**src/rtl/car_alarm_pkg.sv**
```systemverilog
// Shared types and constants for the car alarm controller.
package car_alarm_pkg;

  // FSM state encoding; also driven out on AlarmState.
  typedef enum logic [2:0] {
    StDisarmed = 3'd0,
    StExit     = 3'd1,
    StArmed    = 3'd2,
    StEntry    = 3'd3,
    StAlarm    = 3'd4
  } alarmStateT;

  localparam logic [7:0] COUNT_MAX = 8'hFF;

  // True in states that run the shared down-counter.
  function automatic logic isTimedState(alarmStateT s);
    return (s == StExit) || (s == StEntry) || (s == StAlarm);
  endfunction

endpackage

```
**src/rtl/alarm_timer.sv**
```systemverilog
// Loadable down-counter with zero flag; never decrements below zero.
module alarm_timer #(
  parameter int unsigned CNT_W = 4
) (
  input  logic             clk,
  input  logic             reset_L,
  input  logic             load,
  input  logic [CNT_W-1:0] loadValue,
  input  logic             dec,
  output logic             zero
);

  logic [CNT_W-1:0] count;

  // Load has priority over decrement; saturate at zero.
  always_ff @(posedge clk) begin
    if (!reset_L) begin
      count <= '0;
    end else if (load) begin
      count <= loadValue;
    end else if (dec && (count != '0)) begin
      count <= count - 1'b1;
    end
  end

  assign zero = (count == '0);

endmodule

```
**src/rtl/car_alarm_controller.sv**
```systemverilog
// Car alarm arm/disarm FSM with exit delay, entry delay and timed siren.
// Optional feature: define CAR_ALARM_EVENT_COUNT_EN to add the AlarmCount port.
module car_alarm_controller
  import car_alarm_pkg::*;
#(
  parameter int unsigned NUM_DOORS    = 4,
  parameter int unsigned EXIT_DELAY   = 16,
  parameter int unsigned ENTRY_DELAY  = 16,
  parameter int unsigned SIREN_CYCLES = 64
) (
  input  logic                 clk,
  input  logic                 reset_L,
  input  logic                 ArmRequest,
  input  logic                 DisarmRequest,
  input  logic [NUM_DOORS-1:0] OpenDoorSign,
  input  logic                 IgnitionSignalOn,
  input  logic                 CarLightsOnSign,
  output logic                 CarAlarmSignal,
  output logic                 LightsWarning,
  output logic                 Armed,
  output logic [2:0]           AlarmState,
  output logic [NUM_DOORS-1:0] TriggerDoors
`ifdef CAR_ALARM_EVENT_COUNT_EN
  ,
  output logic [7:0]           AlarmCount
`endif
);

  localparam int unsigned MAX_ED    = (EXIT_DELAY > ENTRY_DELAY) ? EXIT_DELAY : ENTRY_DELAY;
  localparam int unsigned MAX_DELAY = (MAX_ED > SIREN_CYCLES) ? MAX_ED : SIREN_CYCLES;
  localparam int unsigned CNT_W     = $clog2(MAX_DELAY + 1);

  // Timer holds N-1 on entry so the state lasts exactly N cycles.
  localparam logic [CNT_W-1:0] EXIT_LOAD  = CNT_W'(EXIT_DELAY - 1);
  localparam logic [CNT_W-1:0] ENTRY_LOAD = CNT_W'(ENTRY_DELAY - 1);
  localparam logic [CNT_W-1:0] SIREN_LOAD = CNT_W'(SIREN_CYCLES - 1);

  alarmStateT           state;
  alarmStateT           nextState;
  logic [NUM_DOORS-1:0] nextTrigger;
  logic                 timerLoad;
  logic [CNT_W-1:0]     timerLoadValue;
  logic                 timerZero;
  logic                 anyDoorOpen;

  assign anyDoorOpen = |OpenDoorSign;

  alarm_timer #(
    .CNT_W(CNT_W)
  ) uTimer (
    .clk      (clk),
    .reset_L  (reset_L),
    .load     (timerLoad),
    .loadValue(timerLoadValue),
    .dec      (isTimedState(state)),
    .zero     (timerZero)
  );

  // Next-state, trigger accumulation and timer load decode.
  always_comb begin
    nextState      = state;
    nextTrigger    = TriggerDoors;
    timerLoad      = 1'b0;
    timerLoadValue = '0;
    if (DisarmRequest) begin
      nextState   = StDisarmed;
      nextTrigger = '0;
    end else begin
      unique case (state)
        StDisarmed: begin
          if (ArmRequest && !IgnitionSignalOn) begin
            nextState      = StExit;
            timerLoad      = 1'b1;
            timerLoadValue = EXIT_LOAD;
          end
        end
        StExit: begin
          if (timerZero) begin
            if (anyDoorOpen) begin
              nextState      = StEntry;
              nextTrigger    = TriggerDoors | OpenDoorSign;
              timerLoad      = 1'b1;
              timerLoadValue = ENTRY_LOAD;
            end else begin
              nextState = StArmed;
            end
          end
        end
        StArmed: begin
          // Ignition is a stronger intrusion signal than a door.
          if (IgnitionSignalOn) begin
            nextState      = StAlarm;
            timerLoad      = 1'b1;
            timerLoadValue = SIREN_LOAD;
          end else if (anyDoorOpen) begin
            nextState      = StEntry;
            nextTrigger    = TriggerDoors | OpenDoorSign;
            timerLoad      = 1'b1;
            timerLoadValue = ENTRY_LOAD;
          end
        end
        StEntry: begin
          nextTrigger = TriggerDoors | OpenDoorSign;
          if (timerZero) begin
            nextState      = StAlarm;
            timerLoad      = 1'b1;
            timerLoadValue = SIREN_LOAD;
          end
        end
        StAlarm: begin
          if (timerZero) begin
            nextState = StArmed;
          end
        end
        default: begin
          nextState   = StDisarmed;
          nextTrigger = '0;
        end
      endcase
    end
  end

  // State register with Moore outputs registered from the next state.
  always_ff @(posedge clk) begin
    if (!reset_L) begin
      state          <= StDisarmed;
      TriggerDoors   <= '0;
      CarAlarmSignal <= 1'b0;
      Armed          <= 1'b0;
      AlarmState     <= 3'd0;
    end else begin
      state          <= nextState;
      TriggerDoors   <= nextTrigger;
      CarAlarmSignal <= (nextState == StAlarm);
      Armed          <= (nextState == StArmed) || (nextState == StEntry) ||
                        (nextState == StAlarm);
      AlarmState     <= nextState;
    end
  end

  // Lights-left-on chime, independent of the FSM.
  always_ff @(posedge clk) begin
    if (!reset_L) begin
      LightsWarning <= 1'b0;
    end else begin
      LightsWarning <= CarLightsOnSign & anyDoorOpen & ~IgnitionSignalOn;
    end
  end

`ifdef CAR_ALARM_EVENT_COUNT_EN
  // Saturating count of ALARM entries; survives disarm.
  always_ff @(posedge clk) begin
    if (!reset_L) begin
      AlarmCount <= 8'd0;
    end else if ((nextState == StAlarm) && (state != StAlarm) && (AlarmCount != COUNT_MAX)) begin
      AlarmCount <= AlarmCount + 8'd1;
    end
  end
`endif

endmodule

```
**config.mk**
```make
export PLATFORM = sky130hd
export DESIGN_NAME = car_alarm_controller
export DESIGN_NICKNAME = d
export VERILOG_FILES = /design/src/rtl/car_alarm_pkg.sv /design/src/rtl/alarm_timer.sv /design/src/rtl/car_alarm_controller.sv
export SDC_FILE = /design/constraint.sdc
export NUM_CORES = 1
export LEC_CHECK = 0
export CORE_MARGIN = 1.5
export CORE_UTILIZATION = 45
export CTS_CLUSTER_SIZE = 40
export DETAILED_ROUTE_END_ITERATION = 6
export GPL_TIMING_DRIVEN = 0
export PLACE_DENSITY = 0.79
export REMOVE_ABC_BUFFERS = 1
export SYNTH_ARGS = -nofsm -noshare
export SYNTH_HDL_FRONTEND = slang
export SYNTH_SLANG_ARGS = --single-unit
export TNS_END_PERCENT = 5
```
**constraint.sdc**
```tcl
create_clock -name clk -period 5.4 [get_ports clk]
set_clock_uncertainty 0.1 [all_clocks]
set_input_delay 1.08 -clock clk [delete_from_list [all_inputs] [get_ports clk]]
set_output_delay 1.08 -clock clk [all_outputs]
set_load 0.05 [all_outputs]
```
==> summary.md, run 1 <==
| Metric | Value |
|---|---|
| First-pass GRT wire length | around 2.9 mm |
| Number of synthesized flops with an enable pin | 0 |
| FF-to-FF setup slack | between 3 and 4 ns |
| Internal | between 0.15 and 0.2 mW |
| Worst-margin pin slew | between 0.5 and 0.6 ns |
| Tot GR Track Use | 19.14% |
| Overall Power | between 0.2 and 0.3 mW |
| Longest Clk Path Bufs | 2 |
| Die X | around 46 um |
| Reg2Reg Depth | 7 |
| Static leakage | roughly 0.39 nW |
| Worst EP required | ~4.2 ns |
| # Max-Cap Violations | 0 |
| Syn Area/Cell | ~8.7 um2 |
| Main synth FF type | dfxtp_1 |
| Hold Vio Cnt, Final | 0 |
| CP Launch Type | register |
| Largest cells by area after synthesis | dfxtp_1 (41%), a21oi_1 (9.1%), nor2_1 (6.4%), xnor2_1 (5.3%), nor4_1 (3.0%) |
| Post-synthesis instance total | 95 |
| CP Buf/Inv Count | 1 |
| CTS H-tree depth | 1 |
| Status | finished, final reports clean |
| DRC Markers | 0 |
| Hold wc startpoint | TriggerDoors[2] |
| Setup Fix Bufs, Post-CTS | 0 |
| Critical path, cell by cell | clkdlybuf4s50_1 |
| Clock share of power | around a quarter |
| Starting Density | a little under half |
| # fillers | between 150 and 200 |
| Clk_lat worst skew | approximately 0.29 ns |
| Cell family with most CP delay | buffers and inverters |
| Seq pwr share | a little over half |
| RSZ-0062 raised after global routing | false |
| CP max stage delay | 0.86 ns |
| Setup total negative slack | 0 ns |
| Setup CP Type | reg2out |
| Yosys top cell by area | dfxtp_1 |
| DRT antenna net count | 0 |
| Post-synthesis sequential area ratio | approximately two fifths |
| Final wirelength | 1.800 mm |
| Multi-input logic area | 464.2 um2 |
| Initial detailed-routing violation count | 25 |
| Distinct cells, synth | 34 |
| RR Startpoint | uTimer.count[0] |
| Critical Path AT | 1.67 ns |
| Clock Pin Slew Worst Setup and Hold Paths | 0.10 ns |
| Post-cts gate resize count | 0 |
| Die H | roughly 46 um |
| CTS buffer count | 3 |
| Slowest CP cell | clkdlybuf4s50_1 |
| Max rail drop VDD | 0.1647 mV |
| GR Overflow Total | 0 |
| CTS Hold Bufs | 0 |
| Drt first pass iters | 4 |
| Final #Nets | 130 |
| CP Max Fanout | 8 |
| YS warnings | 0 |
| Hold EP | TriggerDoors[2] |
| Port Buffers | 19 |
| Clock Sink Count | 17 |
| Switching pwr | between 0.07 and 0.08 mW |
| Finish-stage setup viols | 0 |
| Worst Hold Class | reg2reg |
| Root Driver | clkbuf_4 |
| Slew Viols, Final | 0 |
| Antenna diodes | 0 |
| CP Depth | 1 |
| Area grow syn2layout | 30.11% |
| FF+latch area | 340.3 um2 |
| P per Cell Area | 245.1 nW/um2 |
| Die footprint | between 2000 and 2500 um2 |
| Yosys reg bits | 17 |
| WHS Path Cells | 2 |
| Worst rel slew slack | about 60% |
| Initial antenna violation count | 0 |
| CTS tree | built |
| RR Endpoint | uTimer.count[6] |
| Number of global-route vias before repair | approximately 670 |
| WHS | roughly 0.38 ns |
| Layout cell share with drive strength beyond 1 | 10.17% |
| Vias post-DR | between 700 and 800 |
| Synthesized area | 827.0 um2 |
| Final min period | between 2 and 3 ns |
| Core area | around 1700 um2 |
| GP Congestion | around 0.79 |
| Yosys top cell area share | 41.15% |
| Synth async-reset ratio | 0% |
| Fmax | between 300 and 400 MHz |
| Post-DP HPWL | about 1.3 mm |
| DR WL/cell | 12.59 um |
| Largest net degree at the start of global routing | 11 |
| Tcrit/Tclk final | a little over half |
| Sw frac | slightly above 30% |
| Cell Rows | 15 |
| Critical path capture point type | primary output |
| Drt via density | 5.427 |
| I/O pin count | 20 |
| Logic pwr share | a little over a fifth |
metal layers:
layer	track usage, %	vias up	wire length [um]
li1	-	390	-
met1	26.44	353	873
met2	28.33	29	803
met3	3.968	4	97
met4	8.571	0	25
met5	0	-	0
state kept, by name, summed over array words and instances, names as in the netlist:
name	flops
TriggerDoors	4
Armed	1
uTimer.count	7
CarAlarmSignal	1
state	3
LightsWarning	1
worst max-delay path by stage:
stage	from	end	slack, ns
after global placement	OpenDoorSign[0]	uTimer.count[6]	2.47
after floorplan	OpenDoorSign[0]	uTimer.count[6]	3.07
final	state[1]	AlarmState[1]	2.55
after CTS	state[1]	AlarmState[1]	2.54
after global routing	state[1]	AlarmState[1]	2.50
after detailed placement	OpenDoorSign[0]	uTimer.count[6]	2.45
stage by stage:
step	setup slack [ns]	utilization [%]	instance area, um2	instances
3_5_place_dp	2.446	60.72	1049	139
5_1_grt	2.499	62.32	1076	143
4_1_cts	2.543	62.32	1076	143
2_1_floorplan	3.073	-	827.0	95
3_3_place_gp	2.466	60.72	1049	139
6_report	2.549	62.32	1076	143
kinds of logic (layout without fill, tap and decap cells):
kind of cell	count (synthesis)	count (layout)	share of synthesized area [%]
buffers and inverters	6	29	2.723
AO/OA/AOI/OAI	26	26	19.21
flip-flops	17	17	41.15
AND/OR/NAND/NOR	40	40	30.11
adder cells (fa/ha/maj)	1	1	1.513
XOR/XNOR	5	5	5.295
power groups by stage:
stage / Clock, mW / Combinational (mW) / Sequential [mW]
6_report: 0.0699 / 0.0556 / 0.138
5_1_grt: 0.0772 / 0.0614 / 0.139
4_1_cts: 0.0720 / 0.0553 / 0.138
3_5_place_dp: 0 / 0.0551 / 0.141
3_3_place_gp: 0 / 0.0541 / 0.141
2_1_floorplan: 0 / 0.0334 / 0.144
area by class of cell:
cell class | instances | area share [%]
flip-flops and latches | 17 | 31.63
clock inverters | 1 | 0.4651
well taps | 25 | 2.907
repair buffers | 19 | 17.67
multi-input cells | 72 | 43.14
inverters | 6 | 2.093
clock buffers | 3 | 2.093
layout by cell type, fill, tap and decap left out:
master / n
xnor2_1: 5
o21bai_1: 1
clkbuf_4: 3
a31o_1: 1
nor3_1: 1
o211ai_1: 2
o22ai_2: 1
a21oi_2: 1
a21o_1: 1
dfxtp_1: 17
clkinv_2: 1
o21a_1: 1
or4_4: 1
and4_1: 1
nand2_1: 2
and3_1: 2
or3_1: 2
nor3b_1: 1
nand3b_1: 1
inv_1: 6
and4bb_2: 1
nand2b_1: 1
nand3_1: 2
nor4_1: 4
or4_1: 1
a31oi_1: 1
nor3_2: 1
a21oi_1: 15
ha_1: 1
or3_4: 1
nor2_1: 14
or3b_2: 1
o21ai_0: 2
nor3b_4: 1
nand4_1: 1
clkdlybuf4s50_1: 19
and2b_1: 1
Yosys cell counts (all sizes together), types with 2 or more instances:
library cell,n
nor3,2
nand3,2
inv,6
xnor2,5
nor2,14
a21oi,16
or3,3
nor3b,2
and3,2
o21ai,2
nor4,4
or4,2
o211ai,2
dfxtp,17
nand2,2
(Power assumes the default switching activity.)
==> run 2, diff against run 1 <==
Settings changed: CORE_UTILIZATION 45 to 42, PLACE_DENSITY 0.79 to 0.77.
Clock period 5.4 ns to 2.5 ns, I/O delays scaled along.
==> summary.md, run 2 (synthesis gave the netlist of run 1 again) <==
| Metric | Value |
|---|---|
| Worst-margin pin slew | 0.5903 ns (+0.0007958 ns) |
| Hold Vio Cnt, Final | 0 (unchanged) |
| P per Cell Area | 524.7 nW/um2 (+110%) |
| Antenna diodes | 0 (unchanged) |
| GP Congestion | 0.8086 (+1.8%) |
| GR Overflow Total | 0 (unchanged) |
| # Max-Cap Violations | 0 (unchanged) |
| Fmax | about 440 MHz |
| Largest net degree at the start of global routing | 10 (-1) |
| Drt via density | 5.448 (+0.39%) |
| Max rail drop VDD | 0.3386 mV (+110%) |
| Final #Nets | 130 (unchanged) |
| Area grow syn2layout | 29.95% |
| Seq pwr share | 53.0% (+0.6 points) |
| Switching pwr | 0.1639 mW (+110%) |
| Routing usage on met1 | 25.98% (-0.47 points) |
| Initial detailed-routing violation count | 15 (-40%) |
| Critical path capture point type | primary output |
| Setup CP Type | reg2out |
| CTS Hold Bufs | 0 (unchanged) |
| Status | finished, final reports clean |
| Core area | 1783 um2 (+3.3%) |
| Critical path, cell by cell | clkdlybuf4s50_1 |
| Slew Viols, Final | 0 (unchanged) |
| Multi-input logic area | 464.2 um2 (unchanged) |
| CTS buffer count | 3 (unchanged) |
| Post-DP HPWL | 1.460 mm (+8.3%) |
| DRC Markers | 0 (unchanged) |
| Drt first pass iters | 5 (+1) |
| Clock Sink Count | 17 (unchanged) |
| Critical Path AT | 1.68 ns (about the same) |
| Overall Power | 0.5640 mW (+110%) |
| Final wirelength | 1.870 mm (+3.9%) |
| Cell Rows | 15 (unchanged) |
| Final non-filler cell total | 143 (unchanged) |
| RSZ-0062 raised after global routing | false |
| CP max stage delay | 0.87 ns (about the same) |
| Finish-stage setup viols | 0 (unchanged) |
| Cell family with most CP delay | buffers and inverters |
| DR WL/cell | 13.08 um (+3.9%) |
| I/O pin count | 20 (unchanged) |
| First-pass GRT wire length | 3.008 mm (+4.6%) |
| FF+latch area | 340.3 um2 (unchanged) |
| Most frequent cells in the layout | clkdlybuf4s50_1 (19), dfxtp_1 (17), a21oi_1 (15) |
| Root Driver | clkbuf_4 |
| GR Util met2 | 27.57% (-0.77 points) |
| CTS H-tree depth | 1 (unchanged) |
| Logic pwr share | 21.3% (+0.2 points) |
| WHS | 0.3787 ns (-0.003551 ns) |
| Clock share of power | 25.7% (-0.8 points) |
| Clk_lat worst skew | 0.29 ns (about the same) |
| Tot GR Track Use | 19.07% (-0.078 points) |
| Most common cell after layout, fill and taps aside | clkdlybuf4s50_1 |
| Number of global-route vias before repair | 721 (+7.3%) |
| CP Buf/Inv Count | 1 (unchanged) |
| Die H | 47.38 um (+3.3%) |
| Internal | 0.4001 mW (+120%) |
| Setup Fix Bufs, Post-CTS | 0 (unchanged) |
| # fillers | 175 (+11%) |
| Worst EP required | 1.90 ns (-2.32 ns) |
| Port Buffers | 19 (unchanged) |
| Post-cts gate resize count | 0 (unchanged) |
| Worst Hold Class | reg2reg |
| Slowest CP cell | clkdlybuf4s50_1 |
| Die footprint | 2244 um2 (+6.7%) |
| Static leakage | 0.3823 nW (-0.71%) |
| Vias post-DR | 779 (+0.39%) |
| Longest Clk Path Bufs | 2 (unchanged) |
| Starting Density | 46.39% (-1.5 points) |
| Setup total negative slack | 0 ns (unchanged) |
| Layout cell share with drive strength beyond 1 | 9.322% (-0.85 points) |
| Sw frac | 29.06% (-1.1 points) |
| Clock Pin Slew Worst Setup and Hold Paths | 0.09 ns (about the same) |
| CP Launch Type | register |
| Met3 usage | 4.231% (+0.26 points) |
| Cells after DPL | 139 (unchanged) |
| Util after Layout | 60.28% (-2.0 points) |
| Worst rel slew slack | 60.28% (about the same) |
| CP Max Fanout | 8 (unchanged) |
| Initial antenna violation count | 0 (unchanged) |
| Final min period | ~2.3 ns |
| Max reg flops | 7 (unchanged) |
| Largest regs | uTimer.count x7, TriggerDoors x4, state x3 |
| Die X | 47.38 um (+3.3%) |
| Tcrit/Tclk final | about nine tenths |
| DRT antenna net count | 0 (unchanged) |
| CTS tree | built |
| Most Used Layer, Global Route | met2 |
| Most flops, register | uTimer.count |
==> run 2: layout make-up <==
cell class | count | share of cell area [%]
Clock buffer | 4 | 2.445
Tap cell | 25 | 2.910
Sequential cell | 17 | 31.66
Multi-Input combinational cell | 72 | 43.19
Inverter | 6 | 2.095
Timing Repair Buffer | 19 | 17.69
==> run 2: final timing paths <==
path,end,cells past startpoint,startpoint,slack [ns]
worst max-delay path,AlarmState[1],1,state[1],0.22
worst min register to register,TriggerDoors[2],2,TriggerDoors[2],0.38
worst min-delay path,TriggerDoors[2],2,TriggerDoors[2],0.38
worst max register to register,uTimer.count[4],7,uTimer.count[0],0.52
==> run 2: stage by stage <==
stage	worst slack (ns)	area, um2
6_report	0.2205	1075
5_1_grt	0.1714	1075
4_1_cts	0.2217	1075
3_5_place_dp	0.1250	1049
3_3_place_gp	0.1372	1049
2_1_floorplan	0.6178	827.0
==> run 2: tightest hold or removal path, delay by kind of cell, from the launching register on <==
| family | cells | cell delay, ns |
|---|---|---|
| AOI/OAI and AO/OA | 1 | 0.04 |
| DFF | 1 | 0.34 |
| and+or+nand+nor | 1 | 0.07 |
==> run 2: metal layers <==
layer | wire length (um) | vias to the layer above
met2 | 820 | 30
met1 | 882 | 352
met4 | 31 | 0
li1 | - | 392
met3 | 135 | 5
met5 | 0 | -
==> run 2: power groups by stage <==
stage,clock network [mW],logic [mW],registers (mW)
after floorplan,0,0.0721,0.312
after global placement,0,0.117,0.304
after detailed placement,0,0.120,0.305
after CTS,0.152,0.120,0.298
after global routing,0.168,0.132,0.300
final,0.145,0.120,0.299
